$ cat src/rtl/inst_fetch_stage_pkg.sv
// Shared fetch-stage definitions: widths, NOP encoding, reset/exception defaults, IF/ID payload.
package inst_fetch_stage_pkg;

    localparam int unsigned XLEN      = 32;
    localparam int unsigned INST_W    = 32;

    localparam logic [INST_W-1:0] NOP_INST       = INST_W'(0);
    localparam logic [XLEN-1:0]   DEF_RESET_PC   = 32'h0000_0000;
    localparam logic [XLEN-1:0]   DEF_EXC_VECTOR = 32'h8000_0004;

    typedef struct packed {
        logic [INST_W-1:0] inst;
        logic [XLEN-1:0]   pc;
        logic [XLEN-1:0]   pc_plus4;
        logic              valid;
    } if_id_t;

    localparam if_id_t IF_ID_BUBBLE = '{inst: NOP_INST, pc: XLEN'(0), pc_plus4: XLEN'(0), valid: 1'b0};

    // Sequential PC: low 31 bits wrap, mode bit 31 is preserved.
    function automatic logic [XLEN-1:0] pc_plus4(input logic [XLEN-1:0] pc);
        return {pc[XLEN-1], pc[XLEN-2:0] + (XLEN-1)'(4)};
    endfunction

endpackage

$ cat src/rtl/inst_fetch_stage_if_id_reg.sv
// IF/ID pipeline register: reset/bubble > load > hold.
module inst_fetch_stage_if_id_reg
    import inst_fetch_stage_pkg::*;
(
    input  logic   clk,
    input  logic   reset,
    input  logic   i_load,
    input  logic   i_bubble,
    input  if_id_t i_d,
    output if_id_t o_q
);

    if_id_t r_q;

    always_ff @(posedge clk) begin
        if (reset || i_bubble) begin
            r_q <= IF_ID_BUBBLE;
        end else if (i_load) begin
            r_q <= i_d;
        end
    end

    assign o_q = r_q;

endmodule

$ cat src/rtl/inst_fetch_stage.sv
// IF stage: PC register, next-PC selection and IF/ID register.
// Optional perf counters enabled by defining INST_FETCH_PERF_EN.
module inst_fetch_stage
    import inst_fetch_stage_pkg::*;
#(
    parameter logic [31:0] RESET_PC   = DEF_RESET_PC,
    parameter logic [31:0] EXC_VECTOR = DEF_EXC_VECTOR
)
(
    input  logic        clk,
    input  logic        reset,
    input  logic        Stall,
    input  logic        Flush,
    input  logic        BranchTaken,
    input  logic [31:0] BranchTarget,
    input  logic        JumpTaken,
    input  logic [31:0] JumpTarget,
    input  logic        ExcReq,
    output logic [31:0] InstAddr,
    input  logic [31:0] InstData,
    output logic [31:0] IF_ID_Inst,
    output logic [31:0] IF_ID_PC,
    output logic [31:0] IF_ID_PCPlus4,
`ifdef INST_FETCH_PERF_EN
    output logic [31:0] FetchCount,
    output logic [31:0] StallCount,
`endif
    output logic        IF_ID_Valid
);

    logic [31:0] r_pc;
    logic [31:0] w_pc_next;
    logic [31:0] w_pc_plus4;
    logic        w_redirect;
    logic        w_bubble;
    logic        w_load;
    if_id_t      w_d;
    if_id_t      w_q;
    logic        w_unused;

    assign w_redirect = ExcReq | BranchTaken | JumpTaken;
    assign w_bubble   = w_redirect | Flush;
    assign w_load     = ~Stall;
    assign w_pc_plus4 = pc_plus4(r_pc);
    assign InstAddr   = {r_pc[31:2], 2'b00};

    // Branches keep the current mode bit; jumps (jr) may change it.
    always_comb begin
        w_pc_next = w_pc_plus4;
        if (ExcReq) begin
            w_pc_next = EXC_VECTOR;
        end else if (BranchTaken) begin
            w_pc_next = {r_pc[31], BranchTarget[30:2], 2'b00};
        end else if (JumpTaken) begin
            w_pc_next = {JumpTarget[31:2], 2'b00};
        end else if (Stall) begin
            w_pc_next = r_pc;
        end
    end

    always_ff @(posedge clk) begin
        if (reset) begin
            r_pc <= RESET_PC;
        end else begin
            r_pc <= w_pc_next;
        end
    end

    assign w_d = '{inst: InstData, pc: InstAddr, pc_plus4: w_pc_plus4, valid: 1'b1};

    inst_fetch_stage_if_id_reg u_if_id_reg (
        .clk      (clk),
        .reset    (reset),
        .i_load   (w_load),
        .i_bubble (w_bubble),
        .i_d      (w_d),
        .o_q      (w_q)
    );

    assign IF_ID_Inst    = w_q.inst;
    assign IF_ID_PC      = w_q.pc;
    assign IF_ID_PCPlus4 = w_q.pc_plus4;
    assign IF_ID_Valid   = w_q.valid;

`ifdef INST_FETCH_PERF_EN
    logic [31:0] r_fetch_count;
    logic [31:0] r_stall_count;

    // Fetch counts real loads into IF/ID; stall counts held cycles not overridden by a redirect.
    always_ff @(posedge clk) begin
        if (reset) begin
            r_fetch_count <= 32'd0;
            r_stall_count <= 32'd0;
        end else begin
            if (w_load && !w_bubble) begin
                r_fetch_count <= r_fetch_count + 32'd1;
            end
            if (Stall && !w_redirect) begin
                r_stall_count <= r_stall_count + 32'd1;
            end
        end
    end

    assign FetchCount = r_fetch_count;
    assign StallCount = r_stall_count;
`endif

    assign w_unused = &{1'b0, BranchTarget[31], BranchTarget[1:0], JumpTarget[1:0]};

endmodule

$ cat config.mk
export PLATFORM = sky130hd
export DESIGN_NAME = inst_fetch_stage
export DESIGN_NICKNAME = d
export VERILOG_FILES = /design/src/rtl/inst_fetch_stage_pkg.sv /design/src/rtl/inst_fetch_stage_if_id_reg.sv /design/src/rtl/inst_fetch_stage.sv
export SDC_FILE = /design/constraint.sdc
export NUM_CORES = 1
export LEC_CHECK = 0
export CAP_MARGIN = 10
export CORE_ASPECT_RATIO = 0.75
export CORE_MARGIN = 4
export CORE_UTILIZATION = 40
export CTS_CLUSTER_DIAMETER = 40
export DETAILED_ROUTE_END_ITERATION = 8
export MAX_ROUTING_LAYER = met4
export PLACE_DENSITY = 0.78
export SLEW_MARGIN = 10
export SYNTH_ARGS = -nofsm -noshare
export SYNTH_HDL_FRONTEND = slang
export SYNTH_SLANG_ARGS = --single-unit
$ cat constraint.sdc
create_clock -name clk -period 2.2 [get_ports clk]
set_clock_uncertainty 0.15 [all_clocks]
set_input_delay 0.44 -clock clk [delete_from_list [all_inputs] [get_ports clk]]
set_output_delay 0.44 -clock clk [all_outputs]
set_load 0.02 [all_outputs]
==> results.sh <==
export IMPL_run_status="complete, no violations"
export IMPL_tns_ns=0
export IMPL_clkSlewWorstSetupHoldPaths_ns=0.06
export IMPL_first_iter_violations=287
export IMPL_yosysSeqAreaShare_pct=42.2
export IMPL_insertion_delay_ns=0.42
export IMPL_ir_drop_uv=550
export IMPL_nets=991
export IMPL_drv_cap=0
export IMPL_rr_startpoint="r_pc[3]"
export IMPL_setup_ws_ns=0.0325
export IMPL_finalMaxSlewViolations=0
export IMPL_cp_max_fo=4
export IMPL_postSynthCellCount=662
export IMPL_hpwl_um=14200
export IMPL_first_global_vias=5573
export IMPL_startpoint_type="register"
export IMPL_crit_required_ns=1.61
export IMPL_initial_core_util_pct=41.5
export IMPL_synth_warnings=0
export IMPL_async_flop_share_pct=0
export IMPL_cts_sinks=122
export IMPL_fin_crit_sh_pct=98.5
export IMPL_die_area_um2=16500
export IMPL_remaining_drc_errors=0
export IMPL_syn2layout_area_growth_pct=56.6
export IMPL_num_rows=37
export IMPL_crit_path_end_kind="output port"
export IMPL_postRouteAntennaNets=0
export IMPL_power_mw=6.26
export IMPL_antenna_cells=0
export IMPL_grt_pass1_wl_um=29900
export IMPL_wl_per_cell_um=17.3
export IMPL_hold_viol_final=0
export IMPL_cts_root_buf="clkbuf_16"
export IMPL_final_util_pct=65.0
export IMPL_port_buffers=220
export IMPL_setup_viol_count_final=0
export IMPL_totalWireLength_um=19000
export IMPL_whs_ns=0.292
export IMPL_ctsHoldBuffers=0
export IMPL_drive_gt1_share_pct=13.4
export IMPL_cts_tree="built"
export IMPL_path_class="reg -> out"
export IMPL_synth_distinct_cells=52
export IMPL_post_synth_instance_area_um2=5790
export IMPL_hold_path_class="reg -> reg"
export IMPL_vias=5582
export IMPL_synth_top_cell_area_share_pct=42.2
export IMPL_rrSetupSlack_ns=0.08
export IMPL_viasPerCell=5.10
export IMPL_drt_pass1_iterations=5
export IMPL_critical_path_endpoint="InstAddr[13]"
export IMPL_antenna_found_initial=0
export IMPL_grt_use_total_pct=23.4
export IMPL_cts_buffers=17
export IMPL_syn_avg_cell_area_um2=8.75
export IMPL_overflow=0
export IMPL_synthFlopType="dfxtp_1"
export IMPL_routabilityCongestion=0.924
export IMPL_die_y_um=112
export IMPL_p_per_area_nw_per_um2=691
export IMPL_coreArea_um2=13900
export IMPL_grt_max_degree=25
export IMPL_chipWidth_um=147
export IMPL_htree_levels=4
export IMPL_r2r_cells=6
export IMPL_synth_area_leaders="dfxtp_1, mux2i_1, nor2_1, buf_4, a21oi_1"
export IMPL_synth_seq_cells=122
export IMPL_p_leak_nw=3.57
export IMPL_io_pins=232
export IMPL_synth_edff_count=0
export IMPL_min_period_ns=2.17
export IMPL_max_freq_ghz=0.461
export IMPL_rsz0062_at_grt="no"
export IMPL_arrival_ns=1.58
export IMPL_r2r_end="u_if_id_reg.o_q[24]"
export IMPL_synth_top_area_cell="dfxtp_1"
export IMPL_post_place_ws_ns=-0.0543
export IMPL_ctsLongestPathBuffers=2
export IMPL_critical_path_startpoint="r_pc[13]"
synthesized netlist by cell type (3+ instances only):
master and count:
xor2_1 22, nor2b_1 7, inv_1 13, or4_1 3, nor2_1 108, or2_2 3, buf_1 6, and3_1 5
buf_2 7, and4_1 3, a211oi_1 19, dfxtp_1 122, nand4_1 14, nor4_1 6, a21oi_1 43, clkbuf_2 4
buf_4 37, clkbuf_1 33, mux2i_1 67, nor3_1 8, nand3_1 12, xnor2_1 24, o21ai_0 12, nand2_1 39
o221ai_1 12
placed cells by master (no fill, tap or decap), types with 3 or more instances in the layout:
| cell | synthesis | layout |
|---|---|---|
| clkdlybuf4s50_1 | 0 | 212 |
| dfxtp_1 | 122 | 118 |
| nor2_1 | 108 | 108 |
| mux2i_1 | 67 | 67 |
| buf_4 | 37 | 64 |
| a21oi_1 | 43 | 43 |
| nand2_1 | 39 | 39 |
| xnor2_1 | 24 | 24 |
| xor2_1 | 22 | 22 |
| a211oi_1 | 19 | 18 |
| clkbuf_16 | 0 | 17 |
| nand4_1 | 14 | 14 |
| inv_1 | 13 | 13 |
| nand3_1 | 12 | 12 |
| o21ai_0 | 12 | 12 |
| o221ai_1 | 12 | 12 |
| nor3_1 | 8 | 8 |
| nor2b_1 | 7 | 7 |
| nor4_1 | 6 | 6 |
| conb_1 | 1 | 6 |
| bufinv_16 | 0 | 6 |
| buf_12 | 0 | 6 |
| and3_1 | 5 | 5 |
| dlymetal6s2s_1 | 0 | 5 |
| dfxtp_2 | 0 | 4 |
| and4_1 | 3 | 3 |
| or2_2 | 3 | 3 |
| clkinvlp_4 | 0 | 3 |
power breakdown:
group | switching [mW] | leakage, nW | internal (mW)
registers | 0.0394 | 0.989 | 2.25
clock network | 1.08 | 0.323 | 2.16
logic | 0.341 | 2.26 | 0.388
flip-flops by register name, indices dropped and copies added (netlist names):
| signal | cells |
|---|---|
| u_if_id_reg.o_q | 92 |
| r_pc | 30 |
layer usage:
| metal | track usage, % | vias to the layer above | part of all wire (%) |
|---|---|---|---|
| met5 | - | - | 0 |
| met4 | 6.08 | 0 | 1.5 |
| met3 | 7.79 | 30 | 8.3 |
| met2 | 36.3 | 257 | 46 |
| met1 | 29.6 | 2598 | 44 |
| li1 | - | 2697 | - |
stage by stage:
step	instance area, um2	std cells
after floorplan	5810	667
after global placement	8350	1062
after detailed placement	8350	1062
after CTS	9030	1094
after global routing	9060	1095
final	9060	1095
worst min-delay path by stage:
stage	start	to	slack, ns	cells past startpoint
2_1_floorplan	r_pc[31]	u_if_id_reg.o_q[32]	0.33	2
3_3_place_gp	u_if_id_reg.o_q[0]	u_if_id_reg.o_q[0]	0.28	2
3_5_place_dp	u_if_id_reg.o_q[0]	u_if_id_reg.o_q[0]	0.29	2
4_1_cts	u_if_id_reg.o_q[0]	u_if_id_reg.o_q[0]	0.30	2
5_1_grt	u_if_id_reg.o_q[19]	u_if_id_reg.o_q[19]	0.33	2
6_report	u_if_id_reg.o_q[0]	u_if_id_reg.o_q[0]	0.29	2
critical path, cell delays in order (launching register included):
cell and delay (ns):
dfxtp_1 0.39, buf_4 0.17, clkdlybuf4s50_1 0.61
layout make-up:
cell class / instances / area [um2]
Inverter: 14 / 52.6
Timing Repair Buffer: 289 / 2800
Fill cell: 1155 / 4870
Sequential cell: 122 / 2450
Multi-Input combinational cell: 443 / 2840
Tap cell: 195 / 244
Clock buffer: 18 / 439
Clock inverter: 14 / 243
repair_timing:
item                                   in CTS  in global routing
setup buffers                               0                  1
setup endpoints to repair                   5                 14
resized for setup                           5                  9
endpoints found under the hold margin       0                  0
pin swaps                                   0                  1
kinds of logic after synthesis:
| logic type | synth area share, % |
|---|---|
| adders and majority gates | 0.216 |
| muxes | 11.6 |
| DFF | 42.2 |
| other | 0.0648 |
| buffers and inverters | 9.38 |
| xor gates and xnor gates | 6.96 |
| and+or+nand+nor | 18.0 |
| AOI/OAI and AO/OA | 11.6 |
Note: power is estimated with default switching activity, not from simulation.
